===== src/rtl/mem_data_arbiter.sv =====
// Two-requester round-robin arbiter and sequencer for a single-port data memory.
// Each granted request takes one memory cycle, then returns a one-cycle response.
module mem_data_arbiter #(
  parameter int unsigned XLEN       = 32,
  parameter int unsigned TAM        = 32,
  parameter int unsigned ADDRESSLEN = 32
) (
  input  logic                  clk,
  input  logic                  rst_n,
  input  logic                  m0ReqValid,
  output logic                  m0ReqReady,
  input  logic                  m0ReqWrite,
  input  logic [ADDRESSLEN-1:0] m0ReqAddress,
  input  logic [XLEN-1:0]       m0ReqData,
  output logic                  m0RespValid,
  output logic [XLEN-1:0]       m0RespData,
  output logic                  m0RespError,
  input  logic                  m1ReqValid,
  output logic                  m1ReqReady,
  input  logic                  m1ReqWrite,
  input  logic [ADDRESSLEN-1:0] m1ReqAddress,
  input  logic [XLEN-1:0]       m1ReqData,
  output logic                  m1RespValid,
  output logic [XLEN-1:0]       m1RespData,
  output logic                  m1RespError,
  output logic [ADDRESSLEN-1:0] memWriteAddress,
  output logic [ADDRESSLEN-1:0] memReadAddress,
  output logic [XLEN-1:0]       memData,
  output logic                  memWriteEnabled,
  output logic                  memReadEnabled,
  input  logic [XLEN-1:0]       memOut
);

  typedef enum logic [1:0] {StIdle, StAccess, StResp} state_e;

  localparam logic [ADDRESSLEN-3:0] TamWord = (ADDRESSLEN-2)'(TAM);

  state_e                state_q, state_d;
  logic                  last_grant_q, last_grant_d;
  logic                  owner_q, owner_d;
  logic                  write_q, write_d;
  logic [ADDRESSLEN-1:0] addr_q, addr_d;
  logic [XLEN-1:0]       data_q, data_d;
  logic                  err_q, err_d;
  logic [XLEN-1:0]       resp_data_q, resp_data_d;

  logic                  grant_owner;
  logic                  handshake;
  logic                  legal;
  logic                  req_write;
  logic [ADDRESSLEN-1:0] req_addr;
  logic [XLEN-1:0]       req_data;

  // On a tie the requester that did not win last time is granted.
  always_comb begin
    grant_owner = (m0ReqValid && m1ReqValid) ? ~last_grant_q : m1ReqValid;
    m0ReqReady  = (state_q == StIdle) && m0ReqValid && !grant_owner;
    m1ReqReady  = (state_q == StIdle) && m1ReqValid && grant_owner;
    handshake   = m0ReqReady || m1ReqReady;
    req_write   = grant_owner ? m1ReqWrite   : m0ReqWrite;
    req_addr    = grant_owner ? m1ReqAddress : m0ReqAddress;
    req_data    = grant_owner ? m1ReqData    : m0ReqData;
    legal       = (req_addr[1:0] == 2'b00) && (req_addr[ADDRESSLEN-1:2] < TamWord);
  end

  always_ff @(posedge clk or negedge rst_n) begin
    if (!rst_n) begin
      state_q      <= StIdle;
      last_grant_q <= 1'b1;
      owner_q      <= 1'b0;
      write_q      <= 1'b0;
      addr_q       <= '0;
      data_q       <= '0;
      err_q        <= 1'b0;
      resp_data_q  <= '0;
    end else begin
      state_q      <= state_d;
      last_grant_q <= last_grant_d;
      owner_q      <= owner_d;
      write_q      <= write_d;
      addr_q       <= addr_d;
      data_q       <= data_d;
      err_q        <= err_d;
      resp_data_q  <= resp_data_d;
    end
  end

  always_comb begin
    state_d      = state_q;
    last_grant_d = last_grant_q;
    owner_d      = owner_q;
    write_d      = write_q;
    addr_d       = addr_q;
    data_d       = data_q;
    err_d        = err_q;
    resp_data_d  = resp_data_q;
    unique case (state_q)
      StIdle: begin
        if (handshake) begin
          owner_d      = grant_owner;
          last_grant_d = grant_owner;
          write_d      = req_write;
          addr_d       = req_addr;
          data_d       = req_data;
          err_d        = !legal;
          resp_data_d  = '0;
          state_d      = legal ? StAccess : StResp;
        end
      end
      StAccess: begin
        resp_data_d = write_q ? '0 : memOut;
        state_d     = StResp;
      end
      StResp:  state_d = StIdle;
      default: state_d = StIdle;
    endcase
  end

  // Memory address/data hold the last command; only the enables are gated by state.
  always_comb begin
    memWriteAddress = addr_q;
    memReadAddress  = addr_q;
    memData         = data_q;
    memWriteEnabled = (state_q == StAccess) && write_q;
    memReadEnabled  = (state_q == StAccess) && !write_q;
    m0RespValid     = 1'b0;
    m0RespError     = 1'b0;
    m0RespData      = '0;
    m1RespValid     = 1'b0;
    m1RespError     = 1'b0;
    m1RespData      = '0;
    if (state_q == StResp) begin
      if (owner_q) begin
        m1RespValid = 1'b1;
        m1RespError = err_q;
        m1RespData  = resp_data_q;
      end else begin
        m0RespValid = 1'b1;
        m0RespError = err_q;
        m0RespData  = resp_data_q;
      end
    end
  end

endmodule


===== config.mk =====
export PLATFORM = sky130hd
export DESIGN_NAME = mem_data_arbiter
export DESIGN_NICKNAME = d
export VERILOG_FILES = /design/src/rtl/mem_data_arbiter.sv
export SDC_FILE = /design/constraint.sdc
export NUM_CORES = 1
export LEC_CHECK = 0
export CORE_MARGIN = 8
export CORE_UTILIZATION = 37
export CTS_CLUSTER_SIZE = 20
export DETAILED_ROUTE_END_ITERATION = 7
export PLACE_DENSITY = 0.82
export SLEW_MARGIN = 20
export SYNTH_ARGS = -nofsm -noshare
export SYNTH_HDL_FRONTEND = slang
export SYNTH_SLANG_ARGS = --single-unit

===== constraint.sdc =====
create_clock -name clk -period 1.8 [get_ports clk]
set_clock_uncertainty 0.1 [all_clocks]
set_input_delay 0.18 -clock clk [delete_from_list [all_inputs] [get_ports clk]]
set_output_delay 0.18 -clock clk [all_outputs]
set_load 0.02 [all_outputs]

==> summary.txt, run 1 <==
Synthesis
  • Synth area leader: dfrtp_1
  • Cell variety after synth: 29
  • FF+latch count, synth: 102
  • Syn Inst Count: 502
  • Syn Std Cell Area: 5179 um2
  • Syn avg cell area: 10.32 um2
  • Seq/Total Area, Yosys: 49.31%
  • Syn Nets: 668
  • Top post-synthesis cells by area: dfrtp_1, mux2i_1, and2_1
  • Yosys Warn Count: 0
  • Area share of the largest cell type after synthesis: 48.80%

Routing
  • Drt pass-1 iters: 4
  • Vias/cell: 5.039
  • Avg WL per Cell: 20.28 um
  • Iter 0 DRT Violations: 254
  • Remaining DRCs: 0
  • Post-route ant nets: 0
  • Drt total wl: 20,380 um
  • DR vias: 5,064

Placement
  • # port buffers: 333
  • DP HPWL: 15,800 um
  • GP Congestion: 0.8558
  • Pre-CTS WS: -0.1597 ns
  • # placed instances: 980
  • Dpl cell area: 8642 um2

Power
  • Sw Pwr: 2601 uW
  • Power share of the combinational group: 38.5%
  • Peak supply drop: 0.5081 mV
  • Seq pwr share: 36.0%
  • Switching Share: 32.43%
  • Clock network fraction of total power: 25.6%
  • P_leak: 0.004075 uW
  • Pwr/cell area: 874.6 nW/um2
  • Internal power: 5420 uW

Clock network
  • Clock sink count: 102
  • Clock buffer depth: 2
  • Max H-tree Level: 3
  • Root Buffer: clkbuf_16
  • CTS tree: done
  • Inserted Clock Buffers: 9
  • Clock slew at reported path FFs: 0.07 ns
  • Clk_lat worst skew: 0.33 ns

Status
  • Status: finished with violations
  • Failing checks: setup timing

Floorplan
  • Die Height: 134.3 um
  • Full die area: 18,040 um2
  • Initial Util: 37.60%
  • Core area: 13,770 um2
  • Die span in x: 134.3 um
  • Number of I/O pins: 334
  • Num rows: 43

STA
  • Final period utilization: 109.1%
  • Final worst setup slack: -0.1642 ns
  • Final Max Slew Viols: 0
  • Worst slew pin tran: 0.5532 ns
  • RSZ-0062 raised after global routing: true
  • Final number of hold-violating endpoints: 0
  • Setup violators final: 64
  • Fmax achieved: 0.5091 GHz
  • Relative slew slack: 63.12%
  • Tmin final: 1.964 ns
  • Sum Neg Setup Slack: -4.515 ns

Setup path
  • Crit. End Element: output pin
  • Max FO, Critical Path: 7
  • Worst setup SP type: flop
  • Cell depth of the worst flop-to-flop path: 5
  • Worst EP arrival: 1.68 ns
  • Worst Path Required: 1.52 ns
  • Setup CP Type: flop to output pin

Cells and area
  • Fraction of layout cells with a size suffix above 1: 20.00%
  • Area grow syn2layout: 77.10%
  • Cell Count, Final, Fillers Out: 1,005
  • Filler cells: 1,058
  • Post-route cell area: 9171 um2
  • Diode count: 0
  • Final net count: 986
  • Final core occ: 66.59%

Global route
  • Largest net degree at the start of global routing: 103
  • First-pass GRT wire length: 30,950 um
  • Total grt overflow: 0
  • Initial antenna violation count: 0
  • Vias in the first global route: 5,622
  • Total track usage: 21.66%

Run
  • Maxcap violations: 0

Worst hold path
  • Hold Path Class: input port to asynchronous set/reset pin
layout by cell type, fill, tap and decap left out, types with 2 or more instances in the layout:
cell             count
clkdlybuf4s50_1    260
dfrtp_1            101
nand2_1             67
o21ai_1             67
mux2i_1             65
buf_6               56
buf_4               42
and2_1              37
and2_4              32
a22o_1              32
nor4_1              12
clkbuf_16            9
buf_12               8
nand4_1              3
clkbuf_1             3
buf_2                3
nor2_1               2
nor3_1               2
bufinv_16            2
buf_16               2
critical path, stage by stage (launching register included):
cell and delay, ns:
dfrtp_1 0.42, and3b_2 0.26, buf_12 0.14, buf_16 0.13, buf_6 0.11, and2_4 0.15, buf_6 0.12
path summary, 6_finish.rpt:
path                                          startpoint                           to  slack, ns
max in group asynchronous                          rst_n      memData[21]$_DFFE_PN0P_       0.81
worst max-delay path                 owner_q$_DFFE_PN0P_               m1RespData[21]      -0.16
worst min-delay path                               rst_n      memData[14]$_DFFE_PN0P_       0.35
worst max register to register  last_grant_q$_DFFE_PN1P_       state_q[0]$_DFFE_PN0P_       0.13
min in group clk                              memOut[19]  resp_data_q[19]$_DFFE_PN0P_       0.35
worst min register to register    memData[1]$_DFFE_PN0P_       memData[1]$_DFFE_PN0P_       0.38
final cells by class:
class	instances	area, um2	area share, %
Clock buffer	12	236.5	2.578
Timing Repair Buffer	374	3804	41.47
Sequential cell	102	2554	27.84
Tap cell	180	225.2	2.456
Clock inverter	4	72.57	0.7913
Inverter	1	3.754	0.04093
Multi-Input combinational cell	332	2276	24.82
timing repair:
item	CTS	global route
endpoints found under the hold margin	101	0
buffers inserted	6	1
hold buffers	1	0
setup endpoints to repair	72	69
resized for setup	373	72
gates cloned	2	0
pin swaps	11	6
sequential cells by signal (all words and copies together), names as in the netlist:
signal          flops
resp_data_q        32
owner_q             1
last_grant_q        1
err_q               1
memReadAddress     32
state_q             2
write_q             1
memData            32
synth_stat cells, drive strengths merged:
master	count
a21boi	1
a21o	1
a21oi	1
a22o	32
a31oi	1
and2	69
and3b	1
buf	54
clkbuf	13
dfrtp	101
dfstp	1
inv	1
mux2i	65
nand2	67
nand2b	1
nand4	3
nand4b	1
nor2	4
nor3	2
nor3b	1
nor4	12
o21a	1
o21ai	68
o22ai	1
cell families (layout without fill, tap and decap cells):
group                  after synthesis  count (layout)  synth area share (%)
buffers and inverters               68             391                 8.770
and+or+nand+nor                    161             161                 16.33
muxes                               65              65                 12.56
DFF                                102             102                 49.31
AOI/OAI and AO/OA                  106             106                 13.02
layer usage:
layer / share of wire, % / vias up / global-route usage, %
met5: 0 / - / 0
met4: 4.0 / 0 / 10.29
met3: 8.4 / 52 / 6.320
met2: 52 / 273 / 39.54
met1: 36 / 2407 / 22.19
li1: - / 2332 / -
power groups by stage:
stage,logic [uW],clock network (uW),registers (uW)
floorplan,1140,0,3230
global placement,2940,0,2900
detailed placement,2990,0,2920
CTS,3110,2090,2890
global route,3270,2190,2920
finish,3090,2050,2880
metrics by stage:
stage	power [uW]	hold slack, ns
final	8022	0.3503
after global routing	8390	0.3584
after CTS	8091	0.3365
after detailed placement	5911	0.1881
after global placement	5844	0.1824
after floorplan	4372	-0.2156
(Power assumes the default switching activity.)
==> inputs of run 2 (changes only) <==
--- a/config.mk
+++ b/config.mk
@@ -7,9 +7,10 @@
 export LEC_CHECK = 0
 export CORE_MARGIN = 8
 export CORE_UTILIZATION = 37
-export CTS_CLUSTER_SIZE = 20
+export CTS_CLUSTER_SIZE = 8
 export DETAILED_ROUTE_END_ITERATION = 7
 export PLACE_DENSITY = 0.82
+export SETUP_SLACK_MARGIN = 0.15
 export SLEW_MARGIN = 20
 export SYNTH_ARGS = -nofsm -noshare
 export SYNTH_HDL_FRONTEND = slang
==> summary.txt, run 2 (synthesized netlist as in run 1, its figures left out) <==
Cells and area
  • Filler cells: 1,004 (-5.1%)
  • Final core occ: 68.20% (+1.6 points)
  • Most frequent cells in the layout: clkdlybuf4s50_1, dfrtp_1, buf_6, o21ai_1, mux2i_1
  • Final net count: 989 (+0.30%)
  • Commonest non-fill, non-tap cell in the layout: clkdlybuf4s50_1
  • Diode count: 0 (unchanged)
  • Fraction of layout cells with a size suffix above 1: 22.58% (+2.6 points)
  • Area grow syn2layout: 81.40%

Status
  • Status: finished with violations
  • Failing checks: setup timing

Floorplan
  • Initial Util: 37.60% (unchanged)
  • Number of I/O pins: 334 (unchanged)
  • Num rows: 43 (unchanged)
  • Die span in x: 134.3 um (unchanged)
  • Core area: 13,770 um2 (unchanged)
  • Die Height: 134.3 um (unchanged)
  • Full die area: 18,040 um2 (unchanged)

Clock network
  • CTS tree: done
  • Inserted Clock Buffers: 9 (unchanged)
  • Clock sink count: 102 (unchanged)
  • Clock slew at reported path FFs: 0.07 ns (about the same)
  • Clock buffer depth: 2 (unchanged)
  • Clk_lat worst skew: 0.33 ns (about the same)
  • Root Buffer: clkbuf_16
  • Max H-tree Level: 3 (unchanged)

Global route
  • Initial antenna violation count: 0 (unchanged)
  • Total grt overflow: 0 (unchanged)
  • Total track usage: 21.65% (about the same)
  • Vias in the first global route: 5,663 (+0.73%)
  • First-pass GRT wire length: 30,910 um (-0.11%)
  • Largest net degree at the start of global routing: 103 (unchanged)

STA
  • Final period utilization: 103.5% (-5.7 points)
  • Relative slew slack: 62.73% (-0.39 points)
  • Fmax achieved: 0.5369 GHz (+5.5%)
  • Setup violators final: 43 (-33%)
  • Worst slew pin tran: 0.5591 ns (+0.005903 ns)
  • Final worst setup slack: -0.06238 ns (+0.1018 ns)
  • RSZ-0062 raised after global routing: true
  • Final number of hold-violating endpoints: 0 (unchanged)
  • Final Max Slew Viols: 0 (unchanged)
  • Tmin final: 1.862 ns (-0.1018 ns)

Routing
  • Post-route ant nets: 0 (unchanged)
  • Drt pass-1 iters: 5 (+1)
  • Vias/cell: 5.095 (+1.1%)
  • Iter 0 DRT Violations: 327 (+29%)
  • Drt total wl: 20,960 um (+2.8%)
  • Avg WL per Cell: 20.80 um (+2.5%)
  • DR vias: 5,136 (+1.4%)
  • Remaining DRCs: 0 (unchanged)

Placement
  • DP HPWL: 15,800 um (unchanged)
  • Pre-CTS WS: -0.1597 ns (unchanged)
  • GP Congestion: 0.8558 (unchanged)
  • # port buffers: 333 (unchanged)

Setup path
  • Max FO, Critical Path: 9 (+2)
  • Worst EP arrival: 1.58 ns (-0.10 ns)
  • Worst Path Required: 1.52 ns (about the same)
  • Setup CP Type: flop to output pin
  • Crit. End Element: output pin
  • Worst setup SP type: flop
  • Cell depth of the worst flop-to-flop path: 5 (unchanged)

Run
  • Maxcap violations: 0 (unchanged)

Power
  • Peak supply drop: 0.4431 mV (-13%)
  • Pwr/cell area: 850.1 nW/um2 (-2.8%)
  • P_leak: 0.004514 uW (+11%)

Worst hold path
  • Hold Path Class: input port to asynchronous set/reset pin
-- run 2: changes by cell type in the layout (fill, tap and decap cells not counted), moves of 3 or more --
cell | before | now
clkdlybuf4s50_1 | 260 | 207
dlymetal6s2s_1 | 0 | 28
dlygate4sd2_1 | 0 | 25
buf_6 | 56 | 71
and2_1 | 37 | 24
and2_4 | 32 | 45
buf_4 | 42 | 31
nand2_1 | 67 | 64
nand2_2 | 0 | 3
-- run 2: timing repair --
action,in CTS,in global routing
hold buffers,1,0
setup buffers,3,3
hold endpoints to repair,101,0
endpoints found under the setup margin,100,134
pin swaps,8,18
resized for setup,458,84
cloned,2,3
-- run 2: path summary, 6_finish.rpt --
path                                     startpoint                     endpoint  slack, ns
setup / recovery                owner_q$_DFFE_PN0P_                m0RespData[1]      -0.06
hold / removal                                rst_n      memData[14]$_DFFE_PN0P_       0.35
setup reg to reg           last_grant_q$_DFFE_PN1P_       state_q[0]$_DFFE_PN0P_       0.19
hold reg to reg              memData[1]$_DFFE_PN0P_       memData[1]$_DFFE_PN0P_       0.39
max in group asynchronous                     rst_n      memData[21]$_DFFE_PN0P_       0.81
min in group clk                         memOut[19]  resp_data_q[19]$_DFFE_PN0P_       0.35
-- run 2: power by group --
part	switching, uW	total [uW]	internal, uW
combinational	1530	3050	1520
sequential	264	2880	2620
clock	831	2050	1220
-- run 2: metal layers --
layer | routed length [um] | vias to the layer above | global-route usage (%) | part of all wire [%]
li1 | - | 2338 | - | -
met1 | 7537 | 2474 | 21.99 | 36
met2 | 11040 | 274 | 39.79 | 53
met3 | 1630 | 50 | 6.021 | 7.8
met4 | 751 | 0 | 10.73 | 3.6
met5 | 0 | - | 0 | 0
-- run 2: cell type report --
class	count	area, um2	share of cell area [%]
clock buffers	12	236.5	2.517
clock inverters	4	72.57	0.7725
inverters	1	3.754	0.03996
multi-input cells	332	2326	24.76
flip-flops and latches	102	2554	27.18
well taps	180	225.2	2.397
repair buffers	377	3976	42.33
-- run 2: worst max-delay path: stages, from the launching register on --
cell	delay (ns)
dfrtp_1	0.44
nor3b_4	0.24
buf_6	0.17
buf_16	0.14
and2_4	0.15
buf_6	0.11
-- run 2: through the flow --
stage / cells / cell area [um2] / power [uW] / hold WS (ns) / TNS [ns]
2_1_floorplan: 502 / 5179 / 4372 / -0.2156 / 0
3_3_place_gp: 980 / 8642 / 5844 / 0.1824 / -7.397
3_5_place_dp: 980 / 8642 / 5911 / 0.1881 / -12.10
4_1_cts: 1002 / 9095 / 7990 / 0.3365 / -2.024
5_1_grt: 1008 / 9394 / 8348 / 0.3602 / -4.493
6_report: 1008 / 9394 / 7985 / 0.3502 / -1.460
